File: config.mk
export PLATFORM = sky130hd
export DESIGN_NAME = ifm_stream_gen_flat
export DESIGN_NICKNAME = d
export VERILOG_FILES = /design/src/rtl/ifm_stream_gen_if.sv /design/src/rtl/ifm_stream_gen.sv /design/src/flat_wrapper.sv
export SDC_FILE = /design/constraint.sdc
export NUM_CORES = 1
export LEC_CHECK = 0
export BUFFER_PORTS_ARGS = -buffer_cell sky130_fd_sc_hd__buf_2
export CAP_MARGIN = 15
export CORE_UTILIZATION = 45
export DETAILED_ROUTE_END_ITERATION = 12
export GPL_ROUTABILITY_DRIVEN = 0
export HOLD_SLACK_MARGIN = 0.03
export PLACE_DENSITY = 0.67
export SETUP_SLACK_MARGIN = 0.2
export SYNTH_ARGS = -nofsm -noshare
export SYNTH_HDL_FRONTEND = slang
export SYNTH_SLANG_ARGS = --single-unit
File: constraint.sdc
create_clock -name clk -period 5.21 [get_ports clk]
set_input_delay 0.7815 -clock clk [delete_from_list [all_inputs] [get_ports clk]]
set_output_delay 0.7815 -clock clk [all_outputs]
set_load 0.01 [all_outputs]
File: src/rtl/ifm_stream_gen_if.sv
// Memory read port plus pixel/window stream between the IFM streamer, the buffer BRAM and the line buffer.
// Fixed-latency signalling only: no ready/backpressure, the consumer must take every pixel.
interface ifm_stream_gen_if #(
  parameter int ADDR_W = 16
);
  logic              mem_rd_en;
  logic [ADDR_W-1:0] mem_addr;
  logic [7:0]        mem_rdata;
  logic [2:0]        sel_out;
  logic [7:0]        ifmstream_out;
  logic              pix_valid;
  logic              win_valid;

  modport master (
    output mem_rd_en,
    output mem_addr,
    input  mem_rdata,
    output sel_out,
    output ifmstream_out,
    output pix_valid,
    output win_valid
  );

  modport slave (
    input  mem_rd_en,
    input  mem_addr,
    output mem_rdata,
    input  sel_out,
    input  ifmstream_out,
    input  pix_valid,
    input  win_valid
  );
endinterface

File: src/rtl/ifm_stream_gen.sv
// Raster streamer: reads a WxW plane and emits one pixel/cycle; pixel p appears 3 cycles after start, window flag WIN_LAT later.
// No backpressure: reads are issued every FETCH cycle without gaps; starts outside IDLE are dropped.
module ifm_stream_gen #(
  parameter int ADDR_W  = 16,
  parameter int WIN_LAT = 3
) (
  input  logic              clk,
  input  logic              rst_n,
  input  logic              start,
  input  logic [2:0]        sel,
  input  logic [ADDR_W-1:0] base_addr,
  ifm_stream_gen_if.master  bus,
  output logic              busy,
  output logic              done,
  output logic              err
);

  localparam int PIPE_W = WIN_LAT + 2;
  localparam int DW     = $clog2(WIN_LAT + 2);

  typedef enum logic [1:0] {
    ST_IDLE,
    ST_FETCH,
    ST_DRAIN,
    ST_DONE
  } state_e;

  state_e              state_q, state_d;
  logic [2:0]          sel_q, sel_d;
  logic [ADDR_W-1:0]   addr_q, addr_d;
  logic                rd_en_q, rd_en_d;
  logic [7:0]          row_q, row_d;
  logic [7:0]          col_q, col_d;
  logic                rvld_q, rvld_d;
  logic                pix_vld_q, pix_vld_d;
  logic [7:0]          pix_q, pix_d;
  logic [PIPE_W-1:0]   win_sr_q, win_sr_d;
  logic [DW-1:0]       drain_q, drain_d;
  logic                busy_q, busy_d;
  logic                done_q, done_d;
  logic                err_q, err_d;

  logic [7:0]          wmax;
  logic                last_rd;
  logic                win_now;

  // W-1 for W = 8<<sel, i.e. a right-aligned mask of 3+sel ones.
  assign wmax    = 8'hFF >> (3'd5 - sel_q);
  assign last_rd = (row_q == wmax) && (col_q == wmax);
  assign win_now = rd_en_q && (row_q >= 8'd2) && (col_q >= 8'd2);

  always_comb begin
    state_d   = state_q;
    sel_d     = sel_q;
    addr_d    = addr_q;
    rd_en_d   = rd_en_q;
    row_d     = row_q;
    col_d     = col_q;
    drain_d   = drain_q;
    busy_d    = busy_q;
    done_d    = 1'b0;
    err_d     = 1'b0;

    // Read data arrives one cycle after the strobe and is registered once more.
    rvld_d    = rd_en_q;
    pix_vld_d = rvld_q;
    pix_d     = rvld_q ? bus.mem_rdata : 8'd0;
    win_sr_d  = {win_sr_q[PIPE_W-2:0], win_now};

    case (state_q)
      ST_IDLE: begin
        if (start) begin
          if (sel <= 3'd5) begin
            state_d = ST_FETCH;
            sel_d   = sel;
            addr_d  = base_addr;
            rd_en_d = 1'b1;
            row_d   = 8'd0;
            col_d   = 8'd0;
            busy_d  = 1'b1;
          end else begin
            err_d = 1'b1;
          end
        end
      end

      ST_FETCH: begin
        if (last_rd) begin
          rd_en_d = 1'b0;
          drain_d = '0;
          state_d = ST_DRAIN;
        end else begin
          addr_d = addr_q + ADDR_W'(1);
          if (col_q == wmax) begin
            col_d = 8'd0;
            row_d = row_q + 8'd1;
          end else begin
            col_d = col_q + 8'd1;
          end
        end
      end

      // Two cycles of read pipeline plus WIN_LAT of window latency.
      ST_DRAIN: begin
        if (drain_q == DW'(WIN_LAT + 1)) begin
          state_d = ST_DONE;
          done_d  = 1'b1;
        end else begin
          drain_d = drain_q + DW'(1);
        end
      end

      ST_DONE: begin
        state_d = ST_IDLE;
        busy_d  = 1'b0;
      end

      default: begin
        state_d = ST_IDLE;
        busy_d  = 1'b0;
        rd_en_d = 1'b0;
      end
    endcase
  end

  always_ff @(posedge clk or negedge rst_n) begin
    if (!rst_n) begin
      state_q   <= ST_IDLE;
      sel_q     <= 3'd0;
      addr_q    <= '0;
      rd_en_q   <= 1'b0;
      row_q     <= 8'd0;
      col_q     <= 8'd0;
      rvld_q    <= 1'b0;
      pix_vld_q <= 1'b0;
      pix_q     <= 8'd0;
      win_sr_q  <= '0;
      drain_q   <= '0;
      busy_q    <= 1'b0;
      done_q    <= 1'b0;
      err_q     <= 1'b0;
    end else begin
      state_q   <= state_d;
      sel_q     <= sel_d;
      addr_q    <= addr_d;
      rd_en_q   <= rd_en_d;
      row_q     <= row_d;
      col_q     <= col_d;
      rvld_q    <= rvld_d;
      pix_vld_q <= pix_vld_d;
      pix_q     <= pix_d;
      win_sr_q  <= win_sr_d;
      drain_q   <= drain_d;
      busy_q    <= busy_d;
      done_q    <= done_d;
      err_q     <= err_d;
    end
  end

  assign bus.mem_rd_en     = rd_en_q;
  assign bus.mem_addr      = addr_q;
  assign bus.sel_out       = sel_q;
  assign bus.ifmstream_out = pix_q;
  assign bus.pix_valid     = pix_vld_q;
  assign bus.win_valid     = win_sr_q[PIPE_W-1];
  assign busy              = busy_q;
  assign done              = done_q;
  assign err               = err_q;

endmodule

File: src/flat_wrapper.sv
// flat-port wrapper written by rule: the top's interface ports become plain ports
module ifm_stream_gen_flat 
#(
  parameter int ADDR_W  = 16,
  parameter int WIN_LAT = 3
)
  (clk, rst_n, start, sel, base_addr, busy, done, err, bus_mem_rd_en, bus_mem_addr, bus_mem_rdata, bus_sel_out, bus_ifmstream_out, bus_pix_valid, bus_win_valid);
  ifm_stream_gen_if #(.ADDR_W(ADDR_W)) bus_i ();
  input  logic clk;
  input  logic rst_n;
  input  logic start;
  input  logic [2:0] sel;
  input  logic [ADDR_W-1:0] base_addr;
  output logic busy;
  output logic done;
  output logic err;
  output wire logic [$bits(bus_i.mem_rd_en)-1:0] bus_mem_rd_en;
  output wire logic [$bits(bus_i.mem_addr)-1:0] bus_mem_addr;
  input wire logic [$bits(bus_i.mem_rdata)-1:0] bus_mem_rdata;
  output wire logic [$bits(bus_i.sel_out)-1:0] bus_sel_out;
  output wire logic [$bits(bus_i.ifmstream_out)-1:0] bus_ifmstream_out;
  output wire logic [$bits(bus_i.pix_valid)-1:0] bus_pix_valid;
  output wire logic [$bits(bus_i.win_valid)-1:0] bus_win_valid;
  assign bus_mem_rd_en = bus_i.mem_rd_en;
  assign bus_mem_addr = bus_i.mem_addr;
  assign bus_i.mem_rdata = bus_mem_rdata;
  assign bus_sel_out = bus_i.sel_out;
  assign bus_ifmstream_out = bus_i.ifmstream_out;
  assign bus_pix_valid = bus_i.pix_valid;
  assign bus_win_valid = bus_i.win_valid;
  ifm_stream_gen #(.ADDR_W(ADDR_W), .WIN_LAT(WIN_LAT)) u_core (.clk(clk), .rst_n(rst_n), .start(start), .sel(sel), .base_addr(base_addr), .bus(bus_i), .busy(busy), .done(done), .err(err));
endmodule
# After elaboration in Yosys (flattened, before gate mapping)

Cells that the tools add are included.

Logic and storage cells: 81
Output and inout port bits: 33
Input bits: 30
Register bits: 59

Shifts and indexed selects: 1
Order comparisons: 3
$add $sub $neg: 5
Mux-type cells: 31
Reduce and logical (&&, ||, !) cells: 14
Equality and inequality tests: 13

Operator list:

| operator                | count |
|---|---|
| $mux W8                 | 7 |
| $mux W16                | 3 |
| $pmux W16 S2            | 1 |
| $pmux W8 S2             | 2 |
| $add A16 B1 Y16 const B | 1 |
| $add A8 B1 Y8 const B   | 2 |
| $eq A8 B8 Y1            | 2 |
| $ge A8 B2 Y1 const B    | 2 |
| $reduce_and A4 Y1       | 3 |
| $reduce_and A3 Y1       | 3 |
| $mux W1                 | 8 |
| $mux W2                 | 4 |
| $ne A2 B1 Y1 const B    | 4 |
| $pmux W2 S4             | 1 |
| $shr A8 B3 Y8 const A   | 1 |
| $mux W3                 | 2 |
| $ne A2 B2 Y1 const B    | 3 |
| $pmux W3 S2             | 1 |
| $reduce_bool A2 Y1      | 3 |
| $reduce_and A5 Y1       | 1 |
| $eq A2 B2 Y1 const B    | 2 |
| $pmux W1 S2             | 2 |
| $add A3 B1 Y3 const B   | 1 |
| $eq A3 B3 Y1 const B    | 1 |
| 5 further kinds         | 7 |

# Depth between registers and ports, before layout

Word-level depth: 6
Depth in mapped cells: 11
Depth with buffers taken out: 9

# Least setup slack after synthesis

OpenSTA, ideal clock, no wires.

Path kind: register to register
Start point: register u_core.sel_q[1], in the netlist u_core.bus.sel_out[1]
End point: register u_core.state_q[1]
Required time: 5,082 ps
Data arrival time: 2,605 ps
Period minus slack after synthesis: 2,733 ps
Setup time: 128 ps
Cell stages (with the launch flop): 11
Path buffers: 1
Setup slack: 2,477 ps
Cells stage by stage: dfrtp_1 > inv_1 > ha_1 > buf_4 > nor3b_2 > nand4_1 > o211ai_1 > o2111a_2 > nand2_4 > a221oi_4 > mux2_1

Longest elaborated chain between the ends: 6
Elaborated cells between the ends (all ways): 7
Those cells by class: add/sub: 1; eq/ne: 3; shift: 1; reduce/logical: 2

Ends and longest elaborated chain:

| item                                   | RTL line              | source |
|---|---|---|
| start, declared                        | ifm_stream_gen.sv:29  | `logic [2:0] sel_q, sel_d;` |
| start signal, assigned                 | ifm_stream_gen.sv:144 | `sel_q <= sel_d;` |
| $sub A3 B3 Y3 (*)                      | ifm_stream_gen.sv:48  | `assign wmax = 8'hFF >> (3'd5 - sel_q);` |
| $shr A8 B3 Y8 (*)                      | ifm_stream_gen.sv:48  |  |
| $eq A8 B8 Y1                           | ifm_stream_gen.sv:49  | `assign last_rd = (row_q == wmax) && (col_q == wmax);` |
| $logic_and A1 B1 Y1 (*)                | ifm_stream_gen.sv:49  |  |
| $ne A2 B1 Y1 (no source line) (*)      | --                    |  |
| $reduce_and A4 Y1 (no source line) (*) | --                    |  |
| end signal, assigned                   | ifm_stream_gen.sv:143 | `state_q <= state_d;` |
| end, declared                          | ifm_stream_gen.sv:28  | `state_e state_q, state_d;` |

Mark *: on every way between the ends. The rest lies on a longest branch, timed or not.
A chain may end at the register's enable or synchronous reset.

# Final worst setup path

Start point: register u_core.sel_q[1], in the netlist u_core.bus.sel_out[1]
End point: register u_core.addr_q[10], in the netlist u_core.bus.mem_addr[10]

Longest elaborated chain between the ends: 6
Elaborated cells between the ends (all ways): 7
Those cells by class: add/sub: 1; eq/ne: 3; shift: 1; reduce/logical: 2

Ends and longest elaborated chain:

| item                                   | RTL line              | source |
|---|---|---|
| $sub A3 B3 Y3 (*)                      | ifm_stream_gen.sv:48  |  |
| $shr A8 B3 Y8 (*)                      | ifm_stream_gen.sv:48  |  |
| $eq A8 B8 Y1                           | ifm_stream_gen.sv:49  |  |
| $logic_and A1 B1 Y1 (*)                | ifm_stream_gen.sv:49  |  |
| $ne A2 B2 Y1 (no source line) (*)      | --                    |  |
| $reduce_and A4 Y1 (no source line) (*) | --                    |  |
| end signal, assigned                   | ifm_stream_gen.sv:145 | `addr_q <= addr_d;` |
| end, declared                          | ifm_stream_gen.sv:30  | `logic [ADDR_W-1:0] addr_q, addr_d;` |

Marks and branches as above.

==> impl_metrics.toml <==
[status]
status = "finished clean"

[yosys]
ys_types = 69
netlist_area_um2 = 3460
synth.top_cell.area_share_pct = 42.6
synth-edff-count = 0
number_of_synthesized_register_bits = 59
synth_fp_nets = 404
synth_cells = 361
yosys-top-cells-area = "sky130_fd_sc_hd__dfrtp_1 43%, sky130_fd_sc_hd__ha_1 4.7%, sky130_fd_sc_hd__nand2_1 3.8%, sky130_fd_sc_hd__a21oi_1 3.0%, sky130_fd_sc_hd__nor2_1 2.6%"
syn-mean-instance-area_um2 = 9.59
yosysWarnings = 0
ys_seq_area_share_pct = 42.6
netlist.top_cell.by_area = "sky130_fd_sc_hd__dfrtp_1"
postSynth.asyncResetShare_pct = 100
ys_flop_type = "sky130_fd_sc_hd__dfrtp_1"

[drt]
routed.top_layer = "met4"
first_pass_iteration_count_of_the_detailed_router = 4
drtIter0Drc = 182
drt-wirelength-per-cell_um = 16.1
detail-route-antenna-nets = 0
m1WireLength_mm = 3.96
avgViaCountPerCell = 5.73
number_of_remaining_drc_errors = 0
route.vias.total = 3027
dr_wl_met3_um = 452
totalWireLength_mm = 8.48
detailroute.wirelength.met2_mm = 3.89

[die]
floorplan.die_area_um2 = 8050
die_height_um = 89.7
placementRows = 31
initial_core_util_pct = 47.2
coreArea_um2 = 7330
floorplan.io_pins = 63
fp.dieW_um = 89.7

[pwr]
seq_power_share_pct = 34.6
p_clk_share_pct = 21.7
power.switching_mw = 0.967
power.density_cell_area_nw_per_um2 = 556
leakagePower_nw = 1.82
power.switching_fraction_pct = 42.5
power.internal_mw = 1.31
max-vdd-ir-drop_v = 0.000305
comb_power_share_pct = 43.7

[place]
port-buffer-count = 62
dp_cells = 512
dp_worst_setup_slack_ps = 2100
postPlaceCellArea_um2 = 3850
dpl_wire_length_mm = 5.84

[critical_path]
crit_path_start_kind = "flop"
rr_endpoint = "u_core.bus.mem_addr[10]$_DFFE_PN0P_"
critPathKind = "reg2reg"
critical_path.n_buffers_inverters = 1
critical_path.max_stage_delay_ps = 570
critical_path_peak_fanout = 13
critPathArrivalTime_ps = 3370
reg2reg_from = "u_core.bus.sel_out[1]$_DFFE_PN0P_"
critPathRequiredTime_ps = 5440
critical_path.cell_chain = "inv_1 > ha_1 > nor4bb_1 > a22oi_1 > o211ai_1 > o2111ai_4 > o31ai_4 > nor4_1 > a221o_1"
critical_path_depth = 9
reg2reg_setup_slack_ps = 2070
critical-path-top-delay-family = "compound AO/OA/AOI/OAI gates"
end_kind = "flop"
critical_path.slowest_cell = "sky130_fd_sc_hd__ha_1"
worst-r2r-cell-count = 9

[timing]
drv_slew = 0
layout_min_cycle_time_ps = 3140
timing_hold_violations_final = 0
unrepaired_setup_endpoints_after_global_routing = "false"
setup_ws_ps = 2070
finalCritPeriodShare_pct = 60.2
max_slew_margin_vs_limit_pct = 50.0
setup_violations = 0
fmax_ghz = 0.319
finalClockSkew_ps = 7.27
worst_pin_slew_ps = 750
final.setup.tns_ps = 0

[clock_tree]
clock_tree.root_cell = "sky130_fd_sc_hd__clkbuf_8"
cts_repair_resize_count = 0
cts_inserted_buffers = 9
cts_setup_buffers = 0
clk_path_buf_depth = 2
insertion_delay_ps = 340
cts-htree-levels = 3
cts-hold-fix-buffers = 0
clock_tree_from_tritoncts = "built"
cts.sink_count = 59
clk_transition_reported_paths_ps = 70

[layout]
finalNetCount = 467
fill_cells = 643
finish.utilization_pct = 55.8
layout_commonest_cell = "sky130_fd_sc_hd__buf_2"
fraction_of_layout_cells_with_a_size_suffix_above_1_pct = 23.5
number_of_non_filler_instances_in_the_completed_layout = 528
mostFrequentLayoutCells = "62 x sky130_fd_sc_hd__buf_2, 59 x sky130_fd_sc_hd__dfrtp_1, 35 x sky130_fd_sc_hd__nand2_1"
area.growth.synth_to_final_pct = 18.1
diodes = 0
final_area_um2 = 4090

[job]
max_capacitance_violation_total = 0

[grt]
track_usage_pct = 22.7
gr-total-overflow = 0
antenna_found_initial = 0
global_route_wire_length_before_repair_mm = 14.7
maximum_number_of_pins_on_one_net_before_global_route_repair = 60
first_global_vias = 2903

[min_path]
hold_path_depth = 0
hp-start = "u_core.win_sr_q[0]$_DFF_PN0_"
timing.hold.worst_endpoint = "u_core.win_sr_q[1]$_DFF_PN0_"
worst_hold_path_type = "reg2reg"
[through the flow]
| stage | total power [mW] | hold slack [ps] |
|---|---|---|
| 3_5_place_dp | 1.78 | 337 |
| 3_3_place_gp | 1.77 | 333 |
| 6_report | 2.27 | 349 |
| 2_1_floorplan | 1.50 | 331 |
| 4_1_cts | 2.28 | 352 |
| 5_1_grt | 2.45 | 356 |
[cells in the mapped netlist (3+ instances only)]
library cell,count
sky130_fd_sc_hd__dfrtp_1,59
sky130_fd_sc_hd__nand2_1,35
sky130_fd_sc_hd__nor2_1,24
sky130_fd_sc_hd__a21oi_1,21
sky130_fd_sc_hd__inv_1,16
sky130_fd_sc_hd__ha_1,13
sky130_fd_sc_hd__nand3_1,13
sky130_fd_sc_hd__nor3_1,13
sky130_fd_sc_hd__nand4_1,12
sky130_fd_sc_hd__and2_1,11
sky130_fd_sc_hd__and3_1,10
sky130_fd_sc_hd__o21ai_1,9
sky130_fd_sc_hd__o211ai_1,8
sky130_fd_sc_hd__clkbuf_1,7
sky130_fd_sc_hd__o21ai_0,7
sky130_fd_sc_hd__o311ai_1,6
sky130_fd_sc_hd__o22ai_1,5
sky130_fd_sc_hd__or3_1,5
sky130_fd_sc_hd__xnor2_1,5
sky130_fd_sc_hd__a211o_1,4
sky130_fd_sc_hd__a22oi_1,4
sky130_fd_sc_hd__a31oi_1,4
sky130_fd_sc_hd__nand2b_1,4
sky130_fd_sc_hd__xor2_1,4
sky130_fd_sc_hd__a21o_1,3
sky130_fd_sc_hd__and4_1,3
sky130_fd_sc_hd__buf_2,3
[layout make-up]
cell class / count / area (um^2) / share of cell area (%)
Multi-Input combinational cell: 273 / 1860 / 45.4
Clock inverter: 3 / 68.8 / 1.68
Sequential cell: 59 / 1480 / 36.1
Inverter: 16 / 60.1 / 1.47
Clock buffer: 13 / 169 / 4.13
Tap cell: 99 / 124 / 3.03
Timing Repair Buffer: 65 / 333 / 8.14
[flip-flops by register name (all words and copies together), names as in the netlist]
register,count
u_core.win_sr_q,5
u_core.col_q,8
u_core.state_q,2
u_core.bus.mem_addr,16
u_core.bus.pix_valid,1
u_core.err,1
u_core.bus.sel_out,3
u_core.done,1
u_core.row_q,8
u_core.drain_q,3
u_core.bus.mem_rd_en,1
u_core.busy,1
u_core.bus.ifmstream_out,8
u_core.pix_vld_d,1
[logic make-up after synthesis]
group / count (synthesis) / synth area share (%)
AOI/OAI and AO/OA: 93 / 20.8
buffers and inverters: 29 / 3.69
and+or+nand+nor: 155 / 25.0
adders and majority gates: 13 / 4.70
DFF: 59 / 42.6
xor gates and xnor gates: 9 / 2.28
muxes: 3 / 0.940
[worst reg2reg max path: stages (launching register included)]
cell and delay (ps):
sky130_fd_sc_hd__dfrtp_1 500, sky130_fd_sc_hd__inv_1 150, sky130_fd_sc_hd__ha_1 570, sky130_fd_sc_hd__nor4bb_1 290
sky130_fd_sc_hd__a22oi_1 140, sky130_fd_sc_hd__o211ai_1 200, sky130_fd_sc_hd__o2111ai_4 250, sky130_fd_sc_hd__o31ai_4 570
sky130_fd_sc_hd__nor4_1 100, sky130_fd_sc_hd__a221o_1 270
[layer usage]
metal	track usage (%)	vias up
met5	0	-
met4	9.56	0
met3	5.16	16
met2	34.4	87
met1	31.3	1460
li1	-	1464
[power by group through the flow]
stage	Clock [mW]	Sequential [mW]	Combinational, mW
2_1_floorplan	0	0.776	0.724
3_3_place_gp	0	0.784	0.985
3_5_place_dp	0	0.790	0.995
4_1_cts	0.503	0.782	1.00
5_1_grt	0.524	0.814	1.11
6_report	0.494	0.786	0.994
[worst max-delay path by stage]
| stage | startpoint | endpoint | slack [ps] |
|---|---|---|---|
| final | u_core.bus.sel_out[1]$_DFFE_PN0P_ | u_core.bus.mem_addr[10]$_DFFE_PN0P_ | 2070 |
| after global routing | u_core.bus.sel_out[1]$_DFFE_PN0P_ | u_core.bus.mem_addr[10]$_DFFE_PN0P_ | 1750 |
| after CTS | u_core.bus.sel_out[1]$_DFFE_PN0P_ | u_core.bus.mem_addr[10]$_DFFE_PN0P_ | 2060 |
| after detailed placement | u_core.bus.sel_out[1]$_DFFE_PN0P_ | u_core.bus.mem_addr[10]$_DFFE_PN0P_ | 2100 |
| after global placement | u_core.bus.sel_out[1]$_DFFE_PN0P_ | u_core.bus.mem_addr[10]$_DFFE_PN0P_ | 2200 |
| after floorplan | u_core.bus.sel_out[1]$_DFFE_PN0P_ | u_core.state_q[1]$_DFFE_PN0P_ | 2480 |
No activity file was read; power rests on OpenSTA's default activity.
